[src/rtl/pc_fetch_unit.sv]
// Instruction fetch front end: PC generation, in-order memory requests and a small
// fetch queue feeding decode, with redirect flush and stale-response dropping.
module pc_fetch_unit #(
   parameter int                         INST_WIDTH      = 32,
   parameter int                         INST_ADDR_WIDTH = 32,
   parameter logic [INST_ADDR_WIDTH-1:0] RESET_PC        = '0,
   parameter int                         PC_STEP         = 4,
   parameter int                         FQ_DEPTH        = 4
) (
   input  logic                       cpu_clk,
   input  logic                       cpu_rst_n,
   input  logic                       redirect_valid,
   input  logic [INST_ADDR_WIDTH-1:0] redirect_pc,
   output logic                       imem_req_valid,
   output logic [INST_ADDR_WIDTH-1:0] imem_req_addr,
   input  logic                       imem_req_ready,
   input  logic                       imem_rsp_valid,
   input  logic [INST_WIDTH-1:0]      imem_rsp_inst,
   output logic                       out_valid,
   input  logic                       out_ready,
   output logic [INST_ADDR_WIDTH-1:0] out_pc,
   output logic [INST_WIDTH-1:0]      out_inst
);

   localparam int PTR_W = (FQ_DEPTH > 1) ? $clog2(FQ_DEPTH) : 1;
   localparam int CNT_W = PTR_W + 1;

   typedef logic [PTR_W-1:0] ptr_t;
   typedef logic [CNT_W-1:0] cnt_t;

   logic [INST_ADDR_WIDTH-1:0] fetch_pc;
   logic [INST_ADDR_WIDTH-1:0] pc_q   [FQ_DEPTH];
   logic [INST_WIDTH-1:0]      inst_q [FQ_DEPTH];
   logic [FQ_DEPTH-1:0]        filled;
   logic [FQ_DEPTH-1:0]        filled_next;
   ptr_t                       head;
   ptr_t                       tail;
   ptr_t                       fill_ptr;
   cnt_t                       count;
   cnt_t                       pend_cnt;
   cnt_t                       drop_cnt;

   logic [CNT_W:0]             occupancy;
   logic [CNT_W:0]             stale_sum;
   logic [CNT_W:0]             redirect_drop;
   logic                       req_fire;
   logic                       pop;
   logic                       rsp_drop;
   logic                       rsp_fill;

   // Outstanding stale responses still occupy queue slots so memory can never run ahead.
   assign occupancy      = {1'b0, count} + {1'b0, drop_cnt};
   assign imem_req_valid = cpu_rst_n && !redirect_valid
                           && (occupancy < (CNT_W+1)'(FQ_DEPTH));
   assign imem_req_addr  = fetch_pc;
   assign req_fire       = imem_req_valid && imem_req_ready;

   assign out_valid = filled[head] && !redirect_valid;
   assign out_pc    = pc_q[head];
   assign out_inst  = inst_q[head];
   assign pop       = out_valid && out_ready;

   assign rsp_drop = imem_rsp_valid && (drop_cnt != '0);
   assign rsp_fill = imem_rsp_valid && (drop_cnt == '0) && (pend_cnt != '0);

   always_comb begin
      stale_sum = {1'b0, drop_cnt} + {1'b0, pend_cnt};
      redirect_drop = stale_sum;
      if (imem_rsp_valid && (stale_sum != '0)) begin
         redirect_drop = stale_sum - (CNT_W+1)'(1);
      end
   end

   always_comb begin
      filled_next = filled;
      if (pop) begin
         filled_next[head] = 1'b0;
      end
      if (rsp_fill) begin
         filled_next[fill_ptr] = 1'b1;
      end
   end

   always_ff @(posedge cpu_clk or negedge cpu_rst_n) begin
      if (!cpu_rst_n) begin
         fetch_pc <= RESET_PC;
         head     <= '0;
         tail     <= '0;
         fill_ptr <= '0;
         count    <= '0;
         pend_cnt <= '0;
         drop_cnt <= '0;
         filled   <= '0;
      end else if (redirect_valid) begin
         fetch_pc <= redirect_pc;
         head     <= '0;
         tail     <= '0;
         fill_ptr <= '0;
         count    <= '0;
         pend_cnt <= '0;
         drop_cnt <= cnt_t'(redirect_drop);
         filled   <= '0;
      end else begin
         if (req_fire) begin
            fetch_pc <= fetch_pc + INST_ADDR_WIDTH'(PC_STEP);
            tail     <= tail + ptr_t'(1);
         end
         if (pop) begin
            head <= head + ptr_t'(1);
         end
         if (rsp_fill) begin
            fill_ptr <= fill_ptr + ptr_t'(1);
         end
         if (rsp_drop) begin
            drop_cnt <= drop_cnt - cnt_t'(1);
         end
         count    <= count + cnt_t'(req_fire) - cnt_t'(pop);
         pend_cnt <= pend_cnt + cnt_t'(req_fire) - cnt_t'(rsp_fill);
         filled   <= filled_next;
      end
   end

   // Payload storage needs no reset; the filled bits alone decide validity.
   always_ff @(posedge cpu_clk) begin
      if (req_fire) begin
         pc_q[tail] <= fetch_pc;
      end
      if (rsp_fill && !redirect_valid) begin
         inst_q[fill_ptr] <= imem_rsp_inst;
      end
   end

endmodule

[config.mk]
export PLATFORM = sky130hd
export DESIGN_NAME = pc_fetch_unit
export DESIGN_NICKNAME = d
export VERILOG_FILES = /design/src/rtl/pc_fetch_unit.sv
export SDC_FILE = /design/constraint.sdc
export NUM_CORES = 1
export LEC_CHECK = 0
export BUFFER_PORTS_ARGS = -buffer_cell sky130_fd_sc_hd__buf_2
export CORE_MARGIN = 1
export CORE_UTILIZATION = 41
export CTS_CLUSTER_SIZE = 14
export DETAILED_ROUTE_END_ITERATION = 6
export REMOVE_ABC_BUFFERS = 1
export SYNTH_ARGS = -nofsm -noshare
export SYNTH_HDL_FRONTEND = slang
export SYNTH_SLANG_ARGS = --single-unit
[constraint.sdc]
create_clock -name cpu_clk -period 6.37 [get_ports cpu_clk]
set_input_delay 1.274 -clock cpu_clk [delete_from_list [all_inputs] [get_ports cpu_clk]]
set_output_delay 1.274 -clock cpu_clk [all_outputs]
set_load 0.005 [all_outputs]
==> flow_metrics.env <==
export IMPL_cts_path_max_buffers=3
export IMPL_powerDensity_nw_per_um2=309
export IMPL_yosysTopAreaCellShare=0.615
export IMPL_yosys_warnings=0
export IMPL_grt_antenna_before_repair=3
export IMPL_drt_iter0_drc=379
export IMPL_nNetsFinal=970
export IMPL_cts_tree="yes"
export IMPL_worstPathArrival_ns=2.94
export IMPL_clk_pin_slew_ns=0.06
export IMPL_routedWlPerCell_um=20.6
export IMPL_ys_top_cells_by_area="edfxtp_1, mux4_2, dfrtp_1, ha_1, nand2_1"
export IMPL_finalClockSkew_ns=0.0194
export IMPL_synthFlopType="edfxtp_1"
export IMPL_cp_end_kind="primary output"
export IMPL_synth_area_leader_cell="edfxtp_1"
export IMPL_setup_viol=0
export IMPL_first_global_vias=6977
export IMPL_setup_tns_ns=0
export IMPL_cts_hold_buf=0
export IMPL_drc=0
export IMPL_seq_area_frac_synth=0.717
export IMPL_clkSinkCount=307
export IMPL_rsz0062_at_grt="no"
export IMPL_drive_gt1_frac=0.349
export IMPL_synth_common_cells="edfxtp_1, mux4_2, dfrtp_1"
export IMPL_area_growth_pct=18.4
export IMPL_synth_edf_count=256
export IMPL_grt_overflow=0
export IMPL_fin_crit_ns=4.21
export IMPL_routabilityCongestion=0.774
export IMPL_fmax_ghz=0.237
export IMPL_vias=6773
export IMPL_cts_max_level=1
export IMPL_cts_resized=0
export IMPL_start_util=0.419
export IMPL_critPathLaunchType="flip-flop"
export IMPL_cp_max_fo=43
export IMPL_postCtsSetupBuffers=0
export IMPL_ant_nets=0
export IMPL_grt_pass1_wl_mm=41.1
export IMPL_num_rows=63
export IMPL_ys_ff_latch=307
export IMPL_place_port_buffers=167
export IMPL_grt_usage=0.174
export IMPL_crit_type="reg -> out"
export IMPL_pin_count=168
export IMPL_syn_avg_cell_area_um2=18.1
export IMPL_grt_max_degree=68
export IMPL_firstDrtPassIters=5
export IMPL_clk_latency_ns=0.56
export IMPL_yosysMostFrequentCell="edfxtp_1"
export IMPL_die_area_um2=31200
export IMPL_cap_violations=0
export IMPL_syn_area_um2=12500
export IMPL_cts_buffers=31
export IMPL_wl_met2_mm=12.9
export IMPL_p_leak_nw=5.30
export IMPL_tightest_slew_ns=1.05
export IMPL_synthDistinctLibCells=53
export IMPL_cp_required_ns=5.10
export IMPL_hold_violations=0
export IMPL_cts_root_buf="clkbuf_16"
export IMPL_route_met3_wl_mm=1.69
export IMPL_die_width_um=177
export IMPL_synthCells=692
export IMPL_finalCritPeriodShare=0.661
export IMPL_dr_max_layer_used="met5"
export IMPL_hp_class="reg -> reg"
export IMPL_status="completed"
export IMPL_routed_wl_mm=26.5
export IMPL_synth_async_reset_ratio=0.166
export IMPL_vias_per_cell=5.26
export IMPL_slew_violations=0
export IMPL_dp_hpwl_mm=16.1
export IMPL_max_vdd_ir_drop_mv=0.220
export IMPL_finalPower_mw=4.57
export IMPL_core_um2=29800
export IMPL_wl_met1_mm=11.4
export IMPL_die_h_um=177
export IMPL_relSlewSlack=0.298
==> path summary, 6_finish.rpt <==
check,start,end,slack [ns],depth (start not counted)
min in group asynchronous,cpu_rst_n,imem_req_addr[3],0.82,2
worst min register to register,imem_req_addr[31],pc_q[3][31],0.56,0
worst max-delay path,head[0],out_inst[4],2.16,3
worst min-delay path,imem_req_addr[31],pc_q[3][31],0.56,0
worst max register to register,head[0],count[2],3.01,11
max in group asynchronous,cpu_rst_n,head[0],4.99,2
==> layer usage <==
layer | up-vias | GRT usage
met3 | 35 | 0.0373
met5 | - | 0
met4 | 2 | 0.0381
li1 | 3110 | -
met1 | 3432 | 0.237
met2 | 194 | 0.288
==> state kept, by name (all words and copies together) (netlist names) <==
register and flops:
tail 2, fill_ptr 2, drop_cnt 3, head 2
inst_q 128, count 3, filled 4, imem_req_addr 32
pc_q 128, pend_cnt 3
==> worst max-delay path: stages (launching register included) <==
cell	delay (ns)
dfrtp_4	1.00
buf_4	0.63
mux4_2	0.59
buf_2	0.15
==> placed cells by master, fill, tap and decap left out, drive strengths merged, types with 4 or more instances in the layout <==
cell type	netlist	layout
buf	18	176
nand4	8	8
and2	9	9
nand2	40	40
nor2	20	20
mux2i	5	5
or3	6	6
o21ai	24	24
or2	5	5
ha	25	25
clkbuf	11	36
a221o	5	5
bufinv	0	5
a31oi	4	4
o211ai	7	7
a21oi	6	6
clkinv	0	13
mux2	4	4
dfrtp	51	51
xor2	5	5
and4	5	5
a311oi	4	4
nand3	25	25
edfxtp	256	256
o311ai	5	5
xnor2	6	6
nor3	6	6
nor2b	11	11
inv	26	27
mux4	65	65
==> metrics by stage <==
stage          worst slack [ns]  cells  utilization  hold WS, ns  cell area, um^2
5_1_grt                    1.87   1285        0.496        0.578            14800
6_report                   2.16   1287        0.496        0.559            14800
2_1_floorplan              1.50    663            -        0.515            12400
3_5_place_dp               2.08   1229        0.462        0.549            13800
3_3_place_gp               2.12   1229        0.462        0.545            13800
4_1_cts                    1.99   1285        0.496        0.565            14800
==> power by group <==
part | internal [mW] | switching, mW | total (mW)
clock | 1.09 | 0.739 | 1.83
combinational | 0.176 | 0.196 | 0.372
sequential | 2.27 | 0.0952 | 2.36
==> cell families after synthesis <==
kind of cell	Yosys count	synth area share
flops	307	0.717
simple gates	151	0.0652
mux	74	0.125
compound gates	66	0.0356
buf+inv	55	0.0194
fa+ha+maj	28	0.0298
xor+xnor	11	0.00771
==> area by class of cell <==
type                            count  area (um^2)
Multi-Input combinational cell    330         3290
Clock inverter                     20          235
Fill cell                        2546        15000
Clock buffer                       36          795
Timing Repair Buffer              176          903
Sequential cell                   307         8970
Tap cell                          390          488
Inverter                           26          100
Antenna cell                        2         5.00
(Power assumes the default switching activity.)
